==> config.mk <==
export PLATFORM = sky130hd
export DESIGN_NAME = mem_access_arbiter
export DESIGN_NICKNAME = d
export VERILOG_FILES = /design/src/rtl/mem_arb_pkg.sv /design/src/rtl/mem_arb_select.sv /design/src/rtl/mem_access_arbiter.sv
export SDC_FILE = /design/constraint.sdc
export NUM_CORES = 1
export LEC_CHECK = 0
export CORE_MARGIN = 2
export CORE_UTILIZATION = 40
export CTS_CLUSTER_DIAMETER = 200
export DETAILED_ROUTE_END_ITERATION = 16
export PLACE_DENSITY = 0.87
export RECOVER_POWER = 50
export SLEW_MARGIN = 20
export SYNTH_ARGS = -nofsm -noshare
export SYNTH_HDL_FRONTEND = slang
export SYNTH_SLANG_ARGS = --single-unit
==> constraint.sdc <==
create_clock -name i_clk -period 2.7 [get_ports i_clk]
set_clock_uncertainty 0.15 [all_clocks]
set_input_delay 0.405 -clock i_clk [delete_from_list [all_inputs] [get_ports i_clk]]
set_output_delay 0.405 -clock i_clk [all_outputs]
set_load 0.01 [all_outputs]
==> src/rtl/mem_arb_pkg.sv <==
// Shared types and constants for the memory access arbiter: FSM states,
// requester IDs and the default burst lock limit.
package mem_arb_pkg;

    typedef enum logic [1:0] {
        IDLE   = 2'd0,
        ACCESS = 2'd1,
        RESP   = 2'd2
    } arb_state_e;

    localparam logic [1:0] ID_NONE = 2'd0;
    localparam logic [1:0] ID_IF   = 2'd1;
    localparam logic [1:0] ID_DA   = 2'd2;
    localparam logic [1:0] ID_DBG  = 2'd3;

    localparam int unsigned LOCK_MAX_DEF = 4;

endpackage

==> src/rtl/mem_arb_select.sv <==
// Combinational winner selection: DBG has absolute priority, IF and DA share
// round-robin against the last IF/DA grant.
module mem_arb_select
    import mem_arb_pkg::*;
(
    input  logic       i_if_req,
    input  logic       i_da_req,
    input  logic       i_dbg_req,
    input  logic [1:0] i_rr_last,
    output logic [1:0] o_winner
);

    always_comb begin
        o_winner = ID_NONE;
        if (i_dbg_req) begin
            o_winner = ID_DBG;
        end else if (i_if_req && i_da_req) begin
            o_winner = (i_rr_last == ID_IF) ? ID_DA : ID_IF;
        end else if (i_if_req) begin
            o_winner = ID_IF;
        end else if (i_da_req) begin
            o_winner = ID_DA;
        end
    end

endmodule

==> src/rtl/mem_access_arbiter.sv <==
// Shares a single-port byte memory between IF, DA and DBG requesters, turning
// req/ack handshakes into Mem_CS/Mem_WR cycles with support for locked bursts.
module mem_access_arbiter
    import mem_arb_pkg::*;
#(
    parameter int unsigned ADDR_W   = 16,
    parameter int unsigned DATA_W   = 8,
    parameter int unsigned LOCK_MAX = LOCK_MAX_DEF
) (
    input  logic              i_clk,
    input  logic              i_rst_n,
    input  logic              i_if_req,
    input  logic              i_if_lock,
    input  logic              i_if_we,
    input  logic [ADDR_W-1:0] i_if_addr,
    input  logic [DATA_W-1:0] i_if_wdata,
    output logic              o_if_ack,
    input  logic              i_da_req,
    input  logic              i_da_lock,
    input  logic              i_da_we,
    input  logic [ADDR_W-1:0] i_da_addr,
    input  logic [DATA_W-1:0] i_da_wdata,
    output logic              o_da_ack,
    input  logic              i_dbg_req,
    input  logic              i_dbg_lock,
    input  logic              i_dbg_we,
    input  logic [ADDR_W-1:0] i_dbg_addr,
    input  logic [DATA_W-1:0] i_dbg_wdata,
    output logic              o_dbg_ack,
    output logic [DATA_W-1:0] o_arb_rdata,
    output logic [1:0]        o_arb_grant_id,
    output logic              o_arb_busy,
    output logic [ADDR_W-1:0] o_mem_addr,
    output logic [DATA_W-1:0] o_mem_wdata,
    input  logic [DATA_W-1:0] i_mem_rdata,
    output logic              o_mem_cs,
    output logic              o_mem_wr
);

    localparam int unsigned      CNT_W      = $clog2(LOCK_MAX + 1);
    localparam logic [CNT_W-1:0] LOCK_MAX_C = CNT_W'(LOCK_MAX);

    arb_state_e        r_state, w_state_d;
    logic [1:0]        r_grant, w_grant_d;
    logic [1:0]        r_rr_last, w_rr_last_d;
    logic [CNT_W-1:0]  r_lock_cnt, w_lock_cnt_d;
    logic              r_we, w_we_d;
    logic [ADDR_W-1:0] r_mem_addr, w_addr_d;
    logic [DATA_W-1:0] r_mem_wdata, w_wdata_d;
    logic [DATA_W-1:0] r_rdata, w_rdata_d;
    logic              r_mem_cs, w_cs_d;
    logic              r_mem_wr, w_wr_d;
    logic [2:0]        r_ack, w_ack_d;
    logic              r_busy;

    logic [1:0]        w_winner;
    logic [1:0]        w_pick_id;
    logic              w_pick_req, w_pick_lock, w_pick_we;
    logic [ADDR_W-1:0] w_pick_addr;
    logic [DATA_W-1:0] w_pick_wdata;

    mem_arb_select u_select (
        .i_if_req  (i_if_req),
        .i_da_req  (i_da_req),
        .i_dbg_req (i_dbg_req),
        .i_rr_last (r_rr_last),
        .o_winner  (w_winner)
    );

    // In RESP only the current owner may continue; elsewhere the arbitration winner is examined.
    always_comb begin
        w_pick_id    = (r_state == RESP) ? r_grant : w_winner;
        w_pick_req   = 1'b0;
        w_pick_lock  = 1'b0;
        w_pick_we    = 1'b0;
        w_pick_addr  = '0;
        w_pick_wdata = '0;
        case (w_pick_id)
            ID_IF: begin
                w_pick_req   = i_if_req;
                w_pick_lock  = i_if_lock;
                w_pick_we    = i_if_we;
                w_pick_addr  = i_if_addr;
                w_pick_wdata = i_if_wdata;
            end
            ID_DA: begin
                w_pick_req   = i_da_req;
                w_pick_lock  = i_da_lock;
                w_pick_we    = i_da_we;
                w_pick_addr  = i_da_addr;
                w_pick_wdata = i_da_wdata;
            end
            ID_DBG: begin
                w_pick_req   = i_dbg_req;
                w_pick_lock  = i_dbg_lock;
                w_pick_we    = i_dbg_we;
                w_pick_addr  = i_dbg_addr;
                w_pick_wdata = i_dbg_wdata;
            end
            default: ;
        endcase
    end

    always_comb begin
        w_state_d    = r_state;
        w_grant_d    = r_grant;
        w_rr_last_d  = r_rr_last;
        w_lock_cnt_d = r_lock_cnt;
        w_we_d       = r_we;
        w_addr_d     = r_mem_addr;
        w_wdata_d    = r_mem_wdata;
        w_rdata_d    = r_rdata;
        w_cs_d       = 1'b1;
        w_wr_d       = 1'b0;
        w_ack_d      = 3'b000;
        unique case (r_state)
            IDLE: begin
                if (w_pick_id != ID_NONE) begin
                    w_state_d    = ACCESS;
                    w_grant_d    = w_pick_id;
                    w_lock_cnt_d = CNT_W'(1);
                    w_we_d       = w_pick_we;
                    w_addr_d     = w_pick_addr;
                    w_wdata_d    = w_pick_wdata;
                    w_cs_d       = 1'b0;
                    w_wr_d       = w_pick_we;
                    if (w_pick_id != ID_DBG) w_rr_last_d = w_pick_id;
                end
            end
            ACCESS: begin
                w_state_d = RESP;
                w_ack_d   = {r_grant == ID_DBG, r_grant == ID_DA, r_grant == ID_IF};
            end
            RESP: begin
                if (!r_we) w_rdata_d = i_mem_rdata;
                if (w_pick_req && w_pick_lock && (r_lock_cnt < LOCK_MAX_C)) begin
                    w_state_d    = ACCESS;
                    w_lock_cnt_d = r_lock_cnt + CNT_W'(1);
                    w_we_d       = w_pick_we;
                    w_addr_d     = w_pick_addr;
                    w_wdata_d    = w_pick_wdata;
                    w_cs_d       = 1'b0;
                    w_wr_d       = w_pick_we;
                    if (r_grant != ID_DBG) w_rr_last_d = r_grant;
                end else begin
                    w_state_d = IDLE;
                    w_grant_d = ID_NONE;
                end
            end
            default: begin
                w_state_d = IDLE;
                w_grant_d = ID_NONE;
            end
        endcase
    end

    always_ff @(posedge i_clk or negedge i_rst_n) begin
        if (!i_rst_n) begin
            r_state     <= IDLE;
            r_grant     <= ID_NONE;
            r_rr_last   <= ID_DA;
            r_lock_cnt  <= '0;
            r_we        <= 1'b0;
            r_mem_addr  <= '0;
            r_mem_wdata <= '0;
            r_rdata     <= '0;
            r_mem_cs    <= 1'b1;
            r_mem_wr    <= 1'b0;
            r_ack       <= 3'b000;
            r_busy      <= 1'b0;
        end else begin
            r_state     <= w_state_d;
            r_grant     <= w_grant_d;
            r_rr_last   <= w_rr_last_d;
            r_lock_cnt  <= w_lock_cnt_d;
            r_we        <= w_we_d;
            r_mem_addr  <= w_addr_d;
            r_mem_wdata <= w_wdata_d;
            r_rdata     <= w_rdata_d;
            r_mem_cs    <= w_cs_d;
            r_mem_wr    <= w_wr_d;
            r_ack       <= w_ack_d;
            r_busy      <= (w_state_d != IDLE);
        end
    end

    // Memory data only arrives in the Ack cycle, so it is bypassed there and held afterwards.
    assign o_arb_rdata    = (r_state == RESP && !r_we) ? i_mem_rdata : r_rdata;
    assign o_if_ack       = r_ack[0];
    assign o_da_ack       = r_ack[1];
    assign o_dbg_ack      = r_ack[2];
    assign o_arb_grant_id = r_grant;
    assign o_arb_busy     = r_busy;
    assign o_mem_addr     = r_mem_addr;
    assign o_mem_wdata    = r_mem_wdata;
    assign o_mem_cs       = r_mem_cs;
    assign o_mem_wr       = r_mem_wr;

endmodule

==> out/qor.yml <==
cts_root_buf: "clkbuf_8"
numCtsBuffers: 5
overflow: 0
slew_viol_final: 0
core_area_um2: 5991
dr.first_iter.drc_count: 184
vias: 2618
synth_edf_count: 0
combinationalPowerShare_pct: 58.3
p_int_mw: 2.735
fmax_mhz: 388.4
antenna_found_initial: 0
finalNonFillerCells: 505
vdd_drop_max_v: 0.0006660
ys_types: 40
clkPwrFrac_pct: 13.4
synth-main-ff-cell: "dfrtp_1"
dr.pass1.iters: 4
die-area_um2: 6931
power_density_nw_per_um2: 1098
ys_top_cells_by_count: "80 x a21oi_1, 57 x nand2_1, 46 x dfrtp_1"
crit_chain: "nand2b_4, nor2_1, buf_4, mux2_1, clkdlybuf4s50_1"
setup_viol: 0
crit_path_end_kind: "output pin"
clock_latency_ps: 290
drv_cap: 0
grt.total_usage_pct: 21.17
cts_sinks: 48
syn_area_per_cell_um2: 8.546
worstPathArrival_ps: 2020
yosysSeqAreaShare_pct: 47.91
p_seq_share_pct: 28.3
grt_max_degree: 36
post-synth-top-count-cell: "a21oi_1"
synth.largest_area_cell: "dfrtp_1"
rsz0062_at_grt: "no"
clk_pin_slew_ps: 90
synth.area.top_cells: "dfrtp_1 46%, a21oi_1 16%, nand2_1 8.5%"
dp_hpwl_um: 5657
slew_headroom_pct: 27.85
cts-htree-levels: 2
syn_to_final_growth_pct: 62.65
drcViolationCount: 0
port_buffers: 130
post_cts.repair.setup_buffers: 0
initial_core_util_pct: 41.94
fp.dieH_um: 83.25
worstPathRequired_ps: 2140
rows: 28
fin_crit_ps: 2575
totalWireLength_um: 7382
syn_area_um2: 2512
grt_pass1_wl_um: 12090
nNetsFinal: 521
wl_per_cell_um: 14.62
worstMarginPinSlew_ps: 1082
cp_max_fo: 8
grt_pass1_vias: 2567
max_stage_delay_ps: 500
fp.dieW_um: 83.25
async_flop_share_pct: 100.0
cts_tree: "yes"
path_class: "reg2out"
status: "complete, no violations"
synth_top_area_share_pct: 45.82
clockBufferDepth: 2
period_share_pct: 95.36
gp_congestion: 0.9678
hold_viol_final: 0
syn-num-nets: 386
vias_per_cell: 5.184
drive_gt1_share_pct: 8.605
cp_slowest_cell: "clkdlybuf4s50_1"
yosys_warnings: 0
fillers: 500
diodes: 0
leakage_nw: 1.714
dp_cells: 496
worstHoldPathType: "reg2reg"
power.switching_mw: 1.754
io_pins: 131
total_power_mw: 4.489
postRouteAntennaNets: 0
worst_setup_path_start_kind: "flop"
synth_seq_cells: 48
p_sw_share_pct: 39.07
postSynthCellCount: 294
metal layers:
metal  wire (µm)  global-route usage (%)  vias to the layer above
met5           0                       0                        -
met4          98                   5.961                        0
met3         654                   6.461                       10
met2        3594                   35.70                      113
met1        3034                   26.24                     1218
li1            -                       -                     1277
power groups by stage:
stage,clock network (mW),registers [mW],logic [mW]
after floorplan,0,1.38,1.35
after global placement,0,1.27,2.56
after detailed placement,0,1.29,2.64
after CTS,0.618,1.27,2.65
after global routing,0.643,1.32,2.88
final,0.600,1.27,2.62
worst max-delay path, delay by kind of cell (launching register included):
kind | cells | cell delay, ps
flops | 1 | 400
mux | 1 | 350
buf+inv | 2 | 680
simple gates | 2 | 300
cells in the final DEF (no fill, tap or decap), types with 2 or more instances in the layout:
cell type and count:
clkdlybuf4s50_1 121, a21oi_1 80, nand2_1 57, dfrtp_1 46
nor2_1 31, buf_4 13, dlygate4sd3_1 8, o21ai_0 7
inv_1 5, mux2_1 5, clkbuf_8 5, mux2_2 4
and3_1 3, nand2b_1 3, and2_1 2, nand3_1 2
o21a_1 2, nor2_2 2, o2bb2ai_1 2, bufinv_16 2
clkbuf_1 2, dfstp_2 2
stage by stage:
step	setup slack, ps	util, %	instance area, µm²	hold WS, ps	TNS [ps]
after CTS	28.90	68.13	4081	355.5	0
after floorplan	438.9	-	2512	-40.59	0
after global routing	6.701	68.21	4086	357.6	0
after global placement	58.11	65.73	3938	214.8	0
final	125.4	68.21	4086	340.4	0
after detailed placement	-32.77	65.73	3938	225.0	-32.77
kinds of logic (layout without fill, tap and decap cells):
logic type               Yosys count  count (layout)  synth area share [%]
flip-flops                        48              48                 47.91
adder cells (fa/ha/maj)            1               1                0.4979
AND/OR/NAND/NOR                  107             107                 17.78
multiplexers                      12              12                 5.428
AO/OA/AOI/OAI                    103             103                 23.66
buffers and inverters             23             159                 4.731
state kept, by name, summed over array words and instances (netlist names):
signal,count
o_mem_addr,16
o_mem_wdata,8
r_rdata,8
r_ack,3
r_lock_cnt,3
o_arb_grant_id,2
r_rr_last,2
r_state,2
o_arb_busy,1
o_mem_cs,1
o_mem_wr,1
r_we,1
final cells by class:
type / count / area [µm²] / share of cell area (%)
repair buffers: 146 / 1426 / 34.91
multi-input cells: 223 / 1211 / 29.64
flip-flops and latches: 48 / 1204 / 29.45
well taps: 75 / 93.84 / 2.296
clock buffers: 6 / 72.57 / 1.776
clock inverters: 2 / 60.06 / 1.470
inverters: 5 / 18.77 / 0.4593
timing repair:
action,CTS,global route
gates resized for setup,2,2
endpoints found under the setup margin,8,8
hold endpoints to repair,19,0
hold buffers,1,0
gates cloned,0,0
final timing paths:
path / end / startpoint / slack, ps / cells past startpoint
setup / recovery: o_arb_rdata[3] / r_state[0]$_DFF_PN0_ / 130 / 5
hold / removal: r_rdata[0]$_DFFE_PN0P_ / r_rdata[0]$_DFFE_PN0P_ / 340 / 1
setup reg to reg: r_we$_DFFE_PN0P_ / r_state[0]$_DFF_PN0_ / 150 / 8
hold reg to reg: r_rdata[0]$_DFFE_PN0P_ / r_rdata[0]$_DFFE_PN0P_ / 340 / 1
max in group asynchronous: o_arb_grant_id[0]$_DFFE_PN0P_ / i_rst_n / 440 / 3
min in group asynchronous: r_rdata[0]$_DFFE_PN0P_ / i_rst_n / 670 / 2
No activity file was read; power rests on OpenSTA's default activity.
